==> src/rtl/irq_pend_pkg.sv <==
// rtl/irq_pend_pkg.sv - shared constants, FSM states and priority helper for irq_pend_arb4
package irq_pend_pkg;
    localparam int N_REQ = 4;
    localparam int ID_W  = 2;

    typedef enum logic [1:0] {ST_IDLE, ST_OFFER, ST_GAP} state_e;

    // Highest set index wins; an empty vector encodes to 0.
    function automatic logic [ID_W-1:0] prio4(input logic [N_REQ-1:0] v);
        logic [ID_W-1:0] r;
        r = '0;
        for (int i = 0; i < N_REQ; i++) begin
            if (v[i]) r = ID_W'(i);
        end
        return r;
    endfunction
endpackage

==> src/rtl/irq_sync_edge.sv <==
// rtl/irq_sync_edge.sv - one request line: synchroniser plus edge or level set detect
module irq_sync_edge #(
    parameter int SYNC_STAGES = 2,
    parameter int EDGE_MODE   = 1
) (
    input  logic clk,
    input  logic rst_n,
    input  logic req_i,
    output logic set_pulse_o,
    output logic new_pulse_o
);
    logic [SYNC_STAGES-1:0] sync_q;

    always_ff @(posedge clk or negedge rst_n) begin
        if (!rst_n) sync_q <= '0;
        else        sync_q <= {sync_q[SYNC_STAGES-2:0], req_i};
    end

    generate
        if (EDGE_MODE != 0) begin : g_edge
            logic prev_q;
            always_ff @(posedge clk or negedge rst_n) begin
                if (!rst_n) prev_q <= 1'b0;
                else        prev_q <= sync_q[SYNC_STAGES-1];
            end
            assign set_pulse_o = sync_q[SYNC_STAGES-1] & ~prev_q;
            assign new_pulse_o = set_pulse_o;
        end else begin : g_level
            // Level mode taps one stage early: the pending flop is the last resolving stage.
            // Only a fresh assertion of the level can be a lost request.
            assign set_pulse_o = sync_q[SYNC_STAGES-2];
            assign new_pulse_o = sync_q[SYNC_STAGES-2] & ~sync_q[SYNC_STAGES-1];
        end
    endgenerate
endmodule

==> src/rtl/irq_pend_arb4.sv <==
// rtl/irq_pend_arb4.sv - sticky pending capture, masked priority pick and valid/ready ID offer
module irq_pend_arb4
    import irq_pend_pkg::*;
#(
    parameter int SYNC_STAGES = 2,
    parameter int EDGE_MODE   = 1,
    parameter int OVF_W       = 8
) (
    input  logic             clk,
    input  logic             rst_n,
    input  logic [3:0]       req_i,
    input  logic [3:0]       mask_i,
    output logic [1:0]       id_o,
    output logic             valid_o,
    input  logic             ready_i,
    output logic [3:0]       pending_o,
    output logic [OVF_W-1:0] ovf_cnt_o
);
    logic [N_REQ-1:0] set_pulse, new_pulse;
    logic [N_REQ-1:0] pending_q, pending_d, clr, lost, eligible;
    logic [OVF_W-1:0] ovf_q, ovf_d;
    logic [ID_W-1:0]  id_q, id_d;
    state_e           state_q, state_d;
    logic             accept;

    for (genvar k = 0; k < N_REQ; k++) begin : g_line
        irq_sync_edge #(.SYNC_STAGES(SYNC_STAGES), .EDGE_MODE(EDGE_MODE)) u_sync (
            .clk         (clk),
            .rst_n       (rst_n),
            .req_i       (req_i[k]),
            .set_pulse_o (set_pulse[k]),
            .new_pulse_o (new_pulse[k])
        );
    end

    // A set landing on the bit being cleared wins and is not a loss.
    always_comb begin
        accept    = (state_q == ST_OFFER) && ready_i;
        clr       = accept ? (N_REQ'(1) << id_q) : '0;
        lost      = new_pulse & pending_q & ~clr;
        pending_d = (pending_q & ~clr) | set_pulse;
        eligible  = pending_q & mask_i;
        ovf_d     = ovf_q;
        if ((|lost) && !(&ovf_q)) ovf_d = ovf_q + OVF_W'(1);
    end

    always_comb begin
        state_d = state_q;
        id_d    = id_q;
        case (state_q)
            ST_IDLE: begin
                if (|eligible) begin
                    id_d    = prio4(eligible);
                    state_d = ST_OFFER;
                end
            end
            ST_OFFER: if (ready_i) state_d = ST_GAP;
            ST_GAP:   state_d = ST_IDLE;
            default:  state_d = ST_IDLE;
        endcase
    end

    always_ff @(posedge clk or negedge rst_n) begin
        if (!rst_n) begin
            state_q   <= ST_IDLE;
            id_q      <= '0;
            pending_q <= '0;
            ovf_q     <= '0;
        end else begin
            state_q   <= state_d;
            id_q      <= id_d;
            pending_q <= pending_d;
            ovf_q     <= ovf_d;
        end
    end

    assign valid_o   = (state_q == ST_OFFER);
    assign id_o      = id_q;
    assign pending_o = pending_q;
    assign ovf_cnt_o = ovf_q;
endmodule

==> config.mk <==
export PLATFORM = sky130hd
export DESIGN_NAME = irq_pend_arb4
export DESIGN_NICKNAME = d
export VERILOG_FILES = /design/src/rtl/irq_pend_pkg.sv /design/src/rtl/irq_sync_edge.sv /design/src/rtl/irq_pend_arb4.sv
export SDC_FILE = /design/constraint.sdc
export NUM_CORES = 1
export LEC_CHECK = 0
export ABC_AREA = 1
export ABC_CLOCK_PERIOD_IN_PS = 1300
export CAP_MARGIN = 20
export CORE_UTILIZATION = 44
export DETAILED_ROUTE_END_ITERATION = 6
export PLACE_DENSITY = 0.74
export SYNTH_ARGS = -nofsm -noshare
export SYNTH_HDL_FRONTEND = slang
export SYNTH_SLANG_ARGS = --single-unit
==> constraint.sdc <==
create_clock -name clk -period 1.3 [get_ports clk]
set_input_delay 0.195 -clock clk [delete_from_list [all_inputs] [get_ports clk]]
set_output_delay 0.195 -clock clk [all_outputs]
set_load 0.1 [all_outputs]
**Yosys cells after proc, flatten, opt, wreduce, memory -nomap -nowiden**

Index checks and enable logic that the tools add are counted.

- Memories kept: 0
- Bits of input ports: 11
- Register bits: 28
- Logic and storage cells: 47
- Bits in writable memories: 0
- Bits in latches: 0
- Memory bits (read-only): 0

- Magnitude comparators: 0
- Bitwise gates (word level): 14
- Multiply operators: 0
- Eq/ne operators: 3
- Multiplexer cells: 7
- Add/subtract/negate cells: 1
- Shifts and indexed selects: 1
- Divide/modulo/power cells: 0
- Reductions and logical operators: 9

Operator list:

| operator | number |
|---|---|
| bitwise AND 4 bit | 4 |
| adder 8 x 1 -> 8 bit, second input constant | 1 |
| two-way mux 2 bit | 4 |
| AND reduction 8 bit | 1 |
| OR reduction 4 bit | 2 |
| bitwise AND 1 bit | 4 |
| two-way mux 4 bit | 1 |
| inverter 1 bit | 4 |
| inverter 4 bit | 1 |
| OR 4 bit | 1 |
| case mux 2 bit (2 select lines) | 1 |
| AND reduction 2 bit | 2 |
| << shifter 1 x 2 -> 4 bit, first input constant | 1 |
| == test 2 x 1 -> 1 bit, second input constant | 1 |
| logical AND 1 bit | 2 |
| zero test 2 bit | 1 |
| inequality test 2 x 1 -> 1 bit, second input constant | 1 |
| inequality test 2 bit, second input constant | 1 |
| zero test 1 bit | 1 |
| two-way mux 1 bit | 1 |

**Depth between registers and ports, before layout**

- Depth in word-level cells: 7
- Mapped depth: 9
- Gate-level depth less buffers: 9

**Cells and area by module**

From an unflattened synthesis, not the netlist that was laid out.

- Cell total of the unflattened synthesis: 136
- Area, all modules: 1268.7 µm²

By module, submodules not included:

| module | instances | cells an instance | area an instance (µm²) |
|---|---|---|---|
| irq_pend_arb4 | 1 | 112 | 898.4 |
| irq_sync_edge | 4 | 6 | 92.6 |

**Worst setup path before layout**

OpenSTA, ideal clock, no wires.

- Path kind: flip-flop to flip-flop
- Start: register ovf_q[0], in the netlist ovf_cnt_o[0]
- End: register ovf_q[6], in the netlist ovf_cnt_o[6]
- Required time: 1233 ps
- Stages on the path, launching flop included: 8
- Arrival time: 2034 ps
- Slack: -801 ps
- Buffers on the path: 0
- Library setup time: 67 ps
- Clock period less this slack: 2101 ps
- Path through: dfrtp_1 ha_1 nand3_1 nor2_2 nand3_4 o21ai_4 nand2_1 nand2_1

- Cells in the longest elaborated chain, start to end: 3
- Elaborated cells on any way between the ends: 4
- Those cells by class: 1 x add/sub; 3 x reduce/logical

Ends and longest elaborated chain:

| item | line | RTL |
|---|---|---|
| start, declared | irq_pend_arb4.sv:21 | `logic [OVF_W-1:0] ovf_q, ovf_d;` |
| start signal, assigned | irq_pend_arb4.sv:73 | `ovf_q <= ovf_d;` |
| branches (longest 3 deep; another with adder 8 x 1 -> 8 bit) | - |  |

Parallel ways; which one is timed is not known.
A chain may end at the register's enable or synchronous reset.

**Final worst setup path**

- Start: register state_q[0]
- End: output valid_o

- Cells in the longest elaborated chain, start to end: 1

Ends and longest elaborated chain:

| item | line | RTL |
|---|---|---|
| start, declared | irq_pend_arb4.sv:23 | `state_e state_q, state_d;` |
| start signal, assigned | irq_pend_arb4.sv:70 | `state_q <= state_d;` |
| == test 2 x 1 -> 1 bit | irq_pend_arb4.sv:77 | `assign valid_o = (state_q == ST_OFFER);` |
| end, declared | irq_pend_arb4.sv:14 | `output logic valid_o,` |

Every way passes these cells.

==> out/qor.csv <==
metric,value,unit
status,"finished, violations left",
violated checks,setup timing,
1st-iter DRT viols,17,
total power,5.36,mW
die area,2960,um^2
cts hold-fix bufs,0,
Routed Antenna Nets,0,
metal3 WL,69,um
clk_lat worst skew,0.33,ns
Worst EP required,1.11,ns
Slew @ Worst Pin,0.376,ns
post-layout util,0.778,
Max IR drop VDD,2.25,mV
Horiz. Die Dim,54.4,um
initial antenna violation count,0,
largest net degree at the start of global routing,29,
Max Fclk,698,MHz
total grt overflow,0,
Rel. slew slack,0.749,
DR vias/cell,4.96,
syn nets,143,
CTS buffer count,3,
drt wl/cell,12.9,um
Final Instance Area,1980,um^2
Post-synth top cells,"nand2_1, dfrtp_1, inv_1, nand3_1, nor2_1",
CTS H-tree depth,1,
worst-path fanout max,3,
number of global-route vias before repair,992,
MaxCap Viol Count,0,
"Cell Area, Synth",1210,um^2
WL met1,1250,um
share of layout cells above drive strength 1,0.372,
IO buf count,25,
Area growth syn-to-layout,63.7,%
Pint,2.80,mW
Sw Share,0.477,
n_diodes,0,
top cell type by total area after synthesis,dfrtp_1,
I/O Pins,26,
aggregate global-route resource usage,0.213,
fin crit period,1.43,ns
Syn Inst Count,131,
GP Congestion,0.793,
count of cell types in the netlist,21,
logic gate share of total power,0.630,
DP Area,1820,um^2
"Arr. time, crit path",1.24,ns
clock buffer depth,2,
met2 WL,1380,um
nets@finish,196,
sequential fraction of the synthesis area,0.579,
Setup crit end kind,primary output,
Synth area leaders,"dfrtp_1, nand2_1, nand3_1, inv_1, xor2_1",
DR pass1 iterations,4,
RSZ-0062 raised after global routing,true,
Initial Util,0.475,
Final setup viols,12,
post-route worst setup slack,-0.132,ns
Root Driver,clkbuf_4,
first-pass GRT wire length,4370,um
ys flop type,dfrtp_1,
Final Cycle Share,1.10,
CTS tree,done,
clock sink total,28,
crit path kind,reg2out,
number of vias after detailed routing,1056,
Worst Hold Class,in2async,
"Reg clk slew, reported paths",0.15,ns
core area,2540,um^2
endpoints failing hold,0,
Post-synth ARST share,1.00,
Top Metal Used,met4,
Synth top area share,0.579,
Clk pwr share,0.106,
Avg Inst Size Synth,9.24,um^2
startpoint types,register,
Die Ht,54.4,um
Leakage Power,0.972,nW
Final Skew,0.00122,ns
Remaining DRCs,0,
top-count cell post-synth,nand2_1,
total wire length,2750,um
Net Sw Power,2.55,mW
row count,18,
DPL Wire Length,1970,um
Pwr Density,2700,nW/um^2
Flop pwr share,0.264,
register bit total from synthesis,28,
Final Max Slew Viols,0,
Ys Warns,0,
Post-synth EDFFs,0,
-- power by group through the flow --
stage	registers [mW]	clock network, mW	logic (mW)
after global placement	1.40	0	3.09
after floorplan	2.52	0	0.730
after CTS	1.41	0.586	3.32
final	1.42	0.566	3.37
after detailed placement	1.41	0	3.14
after global routing	1.45	0.610	3.54
-- routing by layer --
metal,track usage,vias to the layer above
met5,0,-
met4,0.0897,0
met3,0.0333,6
met2,0.348,21
met1,0.281,510
li1,-,519
-- cells in the final DEF (no fill, tap or decap) --
cell type	instances
a22o_1	1
nor2_1	6
o21bai_1	1
dfrtp_2	10
nor2_4	2
nand2_1	42
nand3_1	11
bufinv_16	1
o21ai_4	1
inv_2	1
inv_1	16
nand2_2	2
xnor2_1	2
nand3_2	5
buf_6	7
o21ai_1	2
clkbuf_4	3
nand4_1	1
buf_12	16
dfrtp_1	15
xor2_1	3
o21ai_0	3
buf_4	14
dfrtp_4	3
a32oi_1	1
ha_4	1
o31ai_1	1
clkdlybuf4s50_1	10
nand3_4	1
nand2_4	1
-- critical path, stage by stage (launching register included) --
cell     delay (ns)
dfrtp_1        0.44
inv_2          0.07
nor2_4         0.10
buf_4          0.13
buf_12         0.16
-- logic make-up after synthesis --
| logic type | synth area share |
|---|---|
| compound gates | 0.0610 |
| xor+xnor | 0.0362 |
| fa+ha+maj | 0.0103 |
| buf+inv | 0.0527 |
| flops | 0.579 |
| simple gates | 0.261 |
-- repair_timing --
item,CTS,global route
setup buffers,5,2
pin swaps,2,7
resized for setup,7,4
setup endpoints to repair,16,17
cloned,1,0
-- sequential cells by signal, summed over array words and instances (netlist names) --
| name | count |
|---|---|
| ovf_cnt_o | 8 |
| g_line.u_sync.sync_q | 8 |
| id_o | 2 |
| g_line.u_sync.g_edge.prev_q | 4 |
| state_q | 2 |
| pending_o | 4 |
-- stage by stage --
step	setup slack [ns]	TNS (ns)	hold slack [ns]	instances
after floorplan	-0.329	-2.65	-0.101	131
after global placement	-0.255	-2.05	0.332	201
after detailed placement	-0.314	-2.61	0.335	201
after CTS	-0.132	-1.22	0.198	211
after global routing	-0.249	-2.39	0.189	213
final	-0.132	-1.10	0.203	213
-- layout make-up --
type | instances | area [um^2]
inverters | 17 | 63.8
well taps | 30 | 37.5
flip-flops and latches | 28 | 724
fillers | 165 | 564
repair buffers | 47 | 604
multi-input cells | 87 | 498
clock buffers | 3 | 22.5
clock inverters | 1 | 30.0
-- path summary, 6_finish.rpt --
path	startpoint	to	slack, ns	depth (start not counted)
min reg2reg	g_line[0].u_sync.sync_q[0]	g_line[0].u_sync.sync_q[1]	0.37	0
min in group clk	req_i[3]	g_line[3].u_sync.sync_q[0]	0.28	1
max	state_q[0]	valid_o	-0.13	4
max reg2reg	state_q[0]	ovf_cnt_o[7]	-0.12	9
min	rst_n	g_line[2].u_sync.sync_q[0]	0.20	2
max in group asynchronous	rst_n	ovf_cnt_o[1]	0.93	2
(Power assumes the default switching activity.)
